**config.mk**
```make
export PLATFORM = sky130hd
export DESIGN_NAME = alu_issue_stage_flat
export DESIGN_NICKNAME = d
export VERILOG_FILES = /design/src/rtl/alu_pkg.sv /design/src/rtl/alu_issue_stage_if.sv /design/src/rtl/alu_decode.sv /design/src/rtl/alu_issue_stage.sv /design/src/flat_wrapper.sv
export SDC_FILE = /design/constraint.sdc
export NUM_CORES = 1
export LEC_CHECK = 0
export ABC_AREA = 1
export CAP_MARGIN = 20
export CORE_MARGIN = 3
export CORE_UTILIZATION = 49
export CTS_CLUSTER_SIZE = 24
export DETAILED_ROUTE_END_ITERATION = 6
export GPL_TIMING_DRIVEN = 0
export MAX_ROUTING_LAYER = met4
export PLACE_DENSITY_LB_ADDON = 0.2
export SETUP_SLACK_MARGIN = 0.2
export SKIP_LAST_GASP = 1
export SYNTH_ARGS = -nofsm -noshare
export SYNTH_HDL_FRONTEND = slang
export SYNTH_SLANG_ARGS = --single-unit
export TNS_END_PERCENT = 1
```
**constraint.sdc**
```tcl
create_clock -name clk -period 2.6 [get_ports clk]
set_input_delay 0.52 -clock clk [delete_from_list [all_inputs] [get_ports clk]]
set_output_delay 0.52 -clock clk [all_outputs]
set_load 0.01 [all_outputs]
```
**src/rtl/alu_pkg.sv**
```systemverilog
// ALU issue-stage shared types: op codes, RV32I opcode constants and the operand bundle.
package alu_pkg;

  localparam int XLEN = 32;
  localparam int OP_W = 4;

  localparam logic [OP_W-1:0] ALU_ADD  = 4'd0;
  localparam logic [OP_W-1:0] ALU_SUB  = 4'd1;
  localparam logic [OP_W-1:0] ALU_AND  = 4'd2;
  localparam logic [OP_W-1:0] ALU_OR   = 4'd3;
  localparam logic [OP_W-1:0] ALU_XOR  = 4'd4;
  localparam logic [OP_W-1:0] ALU_SLL  = 4'd5;
  localparam logic [OP_W-1:0] ALU_SRL  = 4'd6;
  localparam logic [OP_W-1:0] ALU_SRA  = 4'd7;
  localparam logic [OP_W-1:0] ALU_SLT  = 4'd8;
  localparam logic [OP_W-1:0] ALU_SLTU = 4'd9;

  localparam logic [6:0] OPC_OP    = 7'b0110011;
  localparam logic [6:0] OPC_OPIMM = 7'b0010011;
  localparam logic [6:0] OPC_LUI   = 7'b0110111;
  localparam logic [6:0] OPC_AUIPC = 7'b0010111;

  localparam logic [6:0] F7_BASE = 7'b0000000;
  localparam logic [6:0] F7_ALT  = 7'b0100000;

  typedef struct packed {
    logic [XLEN-1:0] a;
    logic [XLEN-1:0] b;
    logic [OP_W-1:0] op;
    logic [4:0]      rd;
    logic            wb_en;
    logic            illegal;
  } bundle_t;

  // Op selected by funct3 for the base (funct7 = 0000000) encodings.
  function automatic logic [OP_W-1:0] f3_op(input logic [2:0] f3);
    logic [OP_W-1:0] op;
    case (f3)
      3'b000:  op = ALU_ADD;
      3'b001:  op = ALU_SLL;
      3'b010:  op = ALU_SLT;
      3'b011:  op = ALU_SLTU;
      3'b100:  op = ALU_XOR;
      3'b101:  op = ALU_SRL;
      3'b110:  op = ALU_OR;
      default: op = ALU_AND;
    endcase
    return op;
  endfunction

endpackage

```
**src/rtl/alu_issue_stage_if.sv**
```systemverilog
// Decode-to-execute handshake bus; master = issue stage, slave = its environment.
interface alu_issue_stage_if #(parameter int XLEN = alu_pkg::XLEN);

  logic                      flush;
  logic                      in_valid;
  logic                      in_ready;
  logic [31:0]               instr;
  logic [XLEN-1:0]           pc;
  logic [XLEN-1:0]           rs1_data;
  logic [XLEN-1:0]           rs2_data;
  logic                      out_valid;
  logic                      out_ready;
  logic [XLEN-1:0]           alu_a;
  logic [XLEN-1:0]           alu_b;
  logic [alu_pkg::OP_W-1:0]  alu_op;
  logic [4:0]                rd;
  logic                      wb_en;
  logic                      illegal;

  modport master (
    input  flush, in_valid, instr, pc, rs1_data, rs2_data, out_ready,
    output in_ready, out_valid, alu_a, alu_b, alu_op, rd, wb_en, illegal
  );

  modport slave (
    output flush, in_valid, instr, pc, rs1_data, rs2_data, out_ready,
    input  in_ready, out_valid, alu_a, alu_b, alu_op, rd, wb_en, illegal
  );

endinterface

```
**src/rtl/alu_decode.sv**
```systemverilog
// Combinational RV32I ALU-class decoder: instruction + operands in, operand bundle out.
// Illegal encodings yield a = b = 0, op ADD, wb_en = 0, illegal = 1.
module alu_decode
  import alu_pkg::*;
(
  input  logic [31:0]   i_instr,
  input  logic [XLEN-1:0] i_pc,
  input  logic [XLEN-1:0] i_rs1_data,
  input  logic [XLEN-1:0] i_rs2_data,
  output bundle_t       o_bundle
);

  logic [6:0]      w_opc;
  logic [2:0]      w_f3;
  logic [6:0]      w_f7;
  logic [4:0]      w_rd;
  logic [XLEN-1:0] w_imm_i;
  logic [XLEN-1:0] w_imm_u;
  logic [XLEN-1:0] w_shamt;
  logic [XLEN-1:0] w_a;
  logic [XLEN-1:0] w_b;
  logic [OP_W-1:0] w_op;
  logic            w_legal;

  assign w_opc   = i_instr[6:0];
  assign w_rd    = i_instr[11:7];
  assign w_f3    = i_instr[14:12];
  assign w_f7    = i_instr[31:25];
  assign w_imm_i = {{(XLEN-12){i_instr[31]}}, i_instr[31:20]};
  assign w_imm_u = {i_instr[31:12], 12'b0};
  assign w_shamt = {{(XLEN-5){1'b0}}, i_instr[24:20]};

  always_comb begin
    w_a     = '0;
    w_b     = '0;
    w_op    = ALU_ADD;
    w_legal = 1'b0;
    case (w_opc)
      OPC_OP: begin
        w_a = i_rs1_data;
        w_b = i_rs2_data;
        case (w_f3)
          3'b000: begin
            w_legal = (w_f7 == F7_BASE) || (w_f7 == F7_ALT);
            w_op    = (w_f7 == F7_ALT) ? ALU_SUB : ALU_ADD;
          end
          3'b101: begin
            w_legal = (w_f7 == F7_BASE) || (w_f7 == F7_ALT);
            w_op    = (w_f7 == F7_ALT) ? ALU_SRA : ALU_SRL;
          end
          default: begin
            w_legal = (w_f7 == F7_BASE);
            w_op    = f3_op(w_f3);
          end
        endcase
      end
      OPC_OPIMM: begin
        w_a = i_rs1_data;
        w_b = w_imm_i;
        case (w_f3)
          3'b001: begin
            w_b     = w_shamt;
            w_legal = (w_f7 == F7_BASE);
            w_op    = ALU_SLL;
          end
          3'b101: begin
            w_b     = w_shamt;
            w_legal = (w_f7 == F7_BASE) || (w_f7 == F7_ALT);
            w_op    = (w_f7 == F7_ALT) ? ALU_SRA : ALU_SRL;
          end
          default: begin
            // funct7 bits are immediate here, so every other funct3 is legal.
            w_legal = 1'b1;
            w_op    = f3_op(w_f3);
          end
        endcase
      end
      OPC_LUI: begin
        w_b     = w_imm_u;
        w_legal = 1'b1;
      end
      OPC_AUIPC: begin
        w_a     = i_pc;
        w_b     = w_imm_u;
        w_legal = 1'b1;
      end
      default: ;
    endcase
  end

  always_comb begin
    o_bundle    = '0;
    o_bundle.rd = w_rd;
    if (w_legal) begin
      o_bundle.a     = w_a;
      o_bundle.b     = w_b;
      o_bundle.op    = w_op;
      o_bundle.wb_en = (w_rd != 5'd0);
    end else begin
      o_bundle.illegal = 1'b1;
    end
  end

endmodule

```
**src/rtl/alu_issue_stage.sv**
```systemverilog
// ID/EX register with one-entry skid: latency 1, full throughput; in_ready drops only when the skid holds data.
// ALU_ISSUE_ILLEGAL_TRAP_EN: illegal encodings flow as trap bundles; otherwise they are dropped and illegal reads 0.
module alu_issue_stage
  import alu_pkg::*;
(
  input  logic                 clk,
  input  logic                 rst,
  alu_issue_stage_if.master    bus
);

  bundle_t w_dec;
  bundle_t w_new;
  logic    w_keep;
  logic    w_acc;
  logic    w_main_free;

  bundle_t r_main;
  bundle_t r_skid;
  logic    r_main_vld;
  logic    r_skid_vld;

  alu_decode u_decode (
    .i_instr    (bus.instr),
    .i_pc       (bus.pc),
    .i_rs1_data (bus.rs1_data),
    .i_rs2_data (bus.rs2_data),
    .o_bundle   (w_dec)
  );

`ifdef ALU_ISSUE_ILLEGAL_TRAP_EN
  assign w_keep = 1'b1;
  assign w_new  = w_dec;
`else
  assign w_keep = !w_dec.illegal;
  always_comb begin
    w_new         = w_dec;
    w_new.illegal = 1'b0;
  end
`endif

  assign bus.in_ready = !r_skid_vld;
  assign w_acc        = bus.in_valid && !r_skid_vld && !bus.flush && w_keep;
  assign w_main_free  = !r_main_vld || bus.out_ready;

  // A full skid implies in_ready = 0, so a skid->main move never races a new accept.
  always_ff @(posedge clk) begin
    if (rst) begin
      r_main_vld <= 1'b0;
      r_skid_vld <= 1'b0;
      r_main     <= '0;
      r_skid     <= '0;
    end else if (bus.flush) begin
      r_main_vld <= 1'b0;
      r_skid_vld <= 1'b0;
    end else if (w_main_free) begin
      if (r_skid_vld) begin
        r_main     <= r_skid;
        r_main_vld <= 1'b1;
        r_skid_vld <= 1'b0;
      end else begin
        r_main_vld <= w_acc;
        if (w_acc) begin
          r_main <= w_new;
        end
      end
    end else if (w_acc) begin
      r_skid     <= w_new;
      r_skid_vld <= 1'b1;
    end
  end

  assign bus.out_valid = r_main_vld;
  assign bus.alu_a     = r_main.a;
  assign bus.alu_b     = r_main.b;
  assign bus.alu_op    = r_main.op;
  assign bus.rd        = r_main.rd;
  assign bus.wb_en     = r_main.wb_en;
  assign bus.illegal   = r_main.illegal;

endmodule
```
**src/flat_wrapper.sv**
```systemverilog
// flat-port wrapper written by rule: the top's interface ports become plain ports
module alu_issue_stage_flat import alu_pkg::*;
  (clk, rst, bus_flush, bus_in_valid, bus_instr, bus_pc, bus_rs1_data, bus_rs2_data, bus_out_ready, bus_in_ready, bus_out_valid, bus_alu_a, bus_alu_b, bus_alu_op, bus_rd, bus_wb_en, bus_illegal);
  alu_issue_stage_if bus_i ();
  input  logic clk;
  input  logic rst;
  input wire logic [$bits(bus_i.flush)-1:0] bus_flush;
  input wire logic [$bits(bus_i.in_valid)-1:0] bus_in_valid;
  input wire logic [$bits(bus_i.instr)-1:0] bus_instr;
  input wire logic [$bits(bus_i.pc)-1:0] bus_pc;
  input wire logic [$bits(bus_i.rs1_data)-1:0] bus_rs1_data;
  input wire logic [$bits(bus_i.rs2_data)-1:0] bus_rs2_data;
  input wire logic [$bits(bus_i.out_ready)-1:0] bus_out_ready;
  output wire logic [$bits(bus_i.in_ready)-1:0] bus_in_ready;
  output wire logic [$bits(bus_i.out_valid)-1:0] bus_out_valid;
  output wire logic [$bits(bus_i.alu_a)-1:0] bus_alu_a;
  output wire logic [$bits(bus_i.alu_b)-1:0] bus_alu_b;
  output wire logic [$bits(bus_i.alu_op)-1:0] bus_alu_op;
  output wire logic [$bits(bus_i.rd)-1:0] bus_rd;
  output wire logic [$bits(bus_i.wb_en)-1:0] bus_wb_en;
  output wire logic [$bits(bus_i.illegal)-1:0] bus_illegal;
  assign bus_i.flush = bus_flush;
  assign bus_i.in_valid = bus_in_valid;
  assign bus_i.instr = bus_instr;
  assign bus_i.pc = bus_pc;
  assign bus_i.rs1_data = bus_rs1_data;
  assign bus_i.rs2_data = bus_rs2_data;
  assign bus_i.out_ready = bus_out_ready;
  assign bus_in_ready = bus_i.in_ready;
  assign bus_out_valid = bus_i.out_valid;
  assign bus_alu_a = bus_i.alu_a;
  assign bus_alu_b = bus_i.alu_b;
  assign bus_alu_op = bus_i.alu_op;
  assign bus_rd = bus_i.rd;
  assign bus_wb_en = bus_i.wb_en;
  assign bus_illegal = bus_i.illegal;
  alu_issue_stage u_core (.clk(clk), .rst(rst), .bus(bus_i));
endmodule
```
==> summary.txt <==
Timing
  • Fmax: 416 MHz
  • Slew HR: 54.5%
  • Endpoints failing hold: 0
  • Clock skew: 0.00675 ns
  • Unrepaired setup endpoints after global routing: yes
  • Slew @ Worst Pin: 0.680 ns
  • Final setup vio count: 0
  • Fin crit period: 2.40 ns
  • Max-slew violations: 0
  • Period utilization: 92.5%
  • Setup TNS: 0 ns

Placed design
  • Hpwl dp: 18,600 microns
  • I/O Buffers: 207
  • Placed cell count: 1,694
  • Placer congestion estimate: 0.898

Clocking
  • Clk_lat worst skew: 0.44 ns
  • CTS max path bufs: 2
  • CTS tree: yes
  • TritonCTS Buffers: 17
  • Worst-path clk slew: 0.06 ns
  • Root Buffer: clkbuf_16
  • H-tree depth: 4
  • CTS sink count: 150

Floorplan
  • Core region area: 15,300 sq um
  • DIE HEIGHT: 131 microns
  • Starting Density: 50.3%
  • I/O Pins: 210
  • Die area: 17,300 sq um
  • Row cnt: 45
  • Die X: 131 microns

Global route
  • Total gr overflow: 0
  • Largest net degree at the start of global routing: 17
  • Antenna violations before repair: 0
  • Vias in the first global route: 8,172
  • First-pass GRT wire length: 40,000 microns
  • Gr usage total: 29.2%

Logic synthesis
  • Sequential share of the synthesized area: 39.0%
  • Main combinational cell family by area after synthesis: simple AND/OR/NAND/NOR gates
  • Synth area leader: dfxtp_1
  • Post-synth ARST share: 0%
  • Post-synthesis mux area share: 0%
  • Synthesized net count: 1,409
  • Synth unique cells: 24
  • Simple-Gate Fraction of Synth Area: 33.8%
  • Ranking of synthesized cells by area: dfxtp_1, nand2_1, o21ai_0, nor2_1, inv_1
  • Synth Area in Compound Gates: 14.4%
  • Mapped Cells: 1,276
  • Synth top area share: 39.0%
  • Count leader, synth: nand2_1
  • Post-Synth XOR/XNOR Area: 0%
  • Synth top cells by count: nand2_1, nor2_1, inv_1
  • Synth warn: 0
  • Synth Register Bits: 150
  • Synth Area per Inst: 6.04 sq um
  • Mapped cell area: 7700 sq um
  • Primary FF master, synth: dfxtp_1
  • EDFF count, synth: 0
  • Adder-Cell Fraction of Synth Area: 0%

Layout
  • Fin nets: 1,646
  • Ant. Diodes: 0
  • Non-Filler Instances: 1,737
  • Layout cell share with drive strength beyond 1: 7.40%
  • Final core utilization: 71.3%
  • Fillers: 1,331
  • Layout area overhead: 41.7%

Drt
  • Pre-antenna DRT Iters: 5
  • DRT iter0 DRCs: 784
  • Vias/cell: 5.06
  • Antenna-violating nets left: 0
  • WL final: 25,400 microns
  • Drt drc: 0
  • Via count: 8,786
  • Wire length per cell: 14.6 microns

Setup path
  • Flop-to-flop setup slack: 0.71 ns
  • Worst-path fanout max: 10
  • Type of origin of the critical path: input pin
  • Critical Path AT: 2.73 ns
  • Worst setup EP type: flip-flop
  • Worst flop-to-flop path startpoint: u_core.bus.out_valid$_SDFFE_PP0P_
  • Critical path class: in2reg
  • R2R depth: 8
  • WP data required: 2.93 ns
  • Critical R2R Capture: u_core.bus.alu_b[24]$_SDFFE_PP0P_
  • Crit path capture: u_core.bus.alu_b[24]$_SDFFE_PP0P_
  • Setup crit start: bus_instr[25]

Power
  • Worst VDD drop: 0.000453 V
  • Pwr per Cell Area: 490 nW/um^2
  • LEAKAGE: 4.85 nW

Outcome
  • Status: finished clean

Hold path
  • Worst Hold Class: reg2reg
  • Hold path cells: 2

Flow run
  • Max Cap Viol: 0
## worst min-delay path by stage
stage	from	end	slack, ns
final	u_core.r_skid[23]$_SDFFE_PP0P_	u_core.r_skid[23]$_SDFFE_PP0P_	0.44
after global routing	u_core.r_skid[28]$_SDFFE_PP0P_	u_core.r_skid[28]$_SDFFE_PP0P_	0.46
after CTS	u_core.r_skid[23]$_SDFFE_PP0P_	u_core.r_skid[23]$_SDFFE_PP0P_	0.44
after detailed placement	u_core.r_skid[23]$_SDFFE_PP0P_	u_core.r_skid[23]$_SDFFE_PP0P_	0.43
after global placement	u_core.r_skid[42]$_SDFFE_PP0P_	u_core.r_skid[42]$_SDFFE_PP0P_	0.43
after floorplan	u_core.r_skid[10]$_SDFFE_PP0P_	u_core.r_skid[10]$_SDFFE_PP0P_	0.42
## worst max-delay path: stages
cell and delay [ns]:
clkdlybuf4s50_1 0.48, nor2_1 0.13, nand2_1 0.09, nor2_2 0.17, nand2_1 0.07, nor2_1 0.15
nor2_2 0.08, nand2_4 0.13, nand2_2 0.08, nand2_4 0.13, nand2_8 0.11, buf_12 0.18
clkbuf_4 0.18, nor2_1 0.16, nor2_1 0.06
## metrics by stage
| stage | power (mW) | instance area [sq um] | setup WS (ns) | hold slack [ns] |
|---|---|---|---|---|
| 4_1_cts | 5.35 | 10700 | 0.0418 | 0.440 |
| 3_3_place_gp | 2.71 | 10000 | -0.489 | 0.427 |
| 5_1_grt | 5.48 | 10900 | 0.0750 | 0.458 |
| 2_1_floorplan | 2.46 | 7700 | 0.563 | 0.421 |
| 3_5_place_dp | 2.72 | 10000 | -0.516 | 0.431 |
| 6_report | 5.35 | 10900 | 0.195 | 0.440 |
## timing repair
item,in CTS,in global routing
setup buffers,1,8
cloned,0,2
pin swaps,1,3
endpoints found under the setup margin,149,148
resized for setup,10,53
hold buffers,0,0
## layout make-up
class	instances	area, sq um	area share, %
multi-input combinational	879	3780	34.6
sequential	150	3000	27.5
clock inverter	14	199	1.82
tap	211	264	2.42
clock buffer	18	439	4.02
timing repair buffer	217	2170	19.9
buffer	80	423	3.87
inverter	168	638	5.85
## cells in the final DEF (no fill, tap or decap), drive strengths merged
cell           count
a21oi             74
buf               37
bufinv             4
clkbuf            71
clkdlybuf4s50    203
clkinv             4
clkinvlp           6
conb               1
dfxtp            150
dlygate4sd2        1
dlymetal6s2s       3
inv              168
nand2            400
nand3             67
nand4              2
nor2             189
nor3               1
o211ai             1
o21ai            141
o21bai             1
o31ai              2
## routing by layer
layer  global-route usage, %  routed length, microns  part of all wire (%)  up-vias
met1                    37.5                   10800                    42     3929
met3                    6.05                    2270                   8.9       43
met2                    46.2                   11800                    47      431
li1                        -                       -                     -     4383
met5                       -                       0                     0        -
met4                    9.68                     530                   2.1        0
## flip-flops by register name (all words and copies together), names as in the netlist
register	count
u_core.bus.alu_op	4
u_core.bus.alu_a	32
u_core.bus.alu_b	32
u_core.bus.wb_en	1
u_core.bus.rd	5
u_core.bus.out_valid	1
u_core.r_skid_vld	1
u_core.r_skid	74
## cells by family after synthesis
family | after synthesis
AND/OR/NAND/NOR | 658
buffers and inverters | 248
AO/OA/AOI/OAI | 219
flip-flops | 150
other | 1
## power by group
part           leakage, nW  internal, mW  total [mW]  switching, mW
logic                 3.34         0.216       0.375          0.160
clock network        0.300          1.64        2.67           1.03
registers             1.21          2.30        2.30        0.00205
total                 4.85          4.16        5.35           1.19
(Power assumes the default switching activity.)
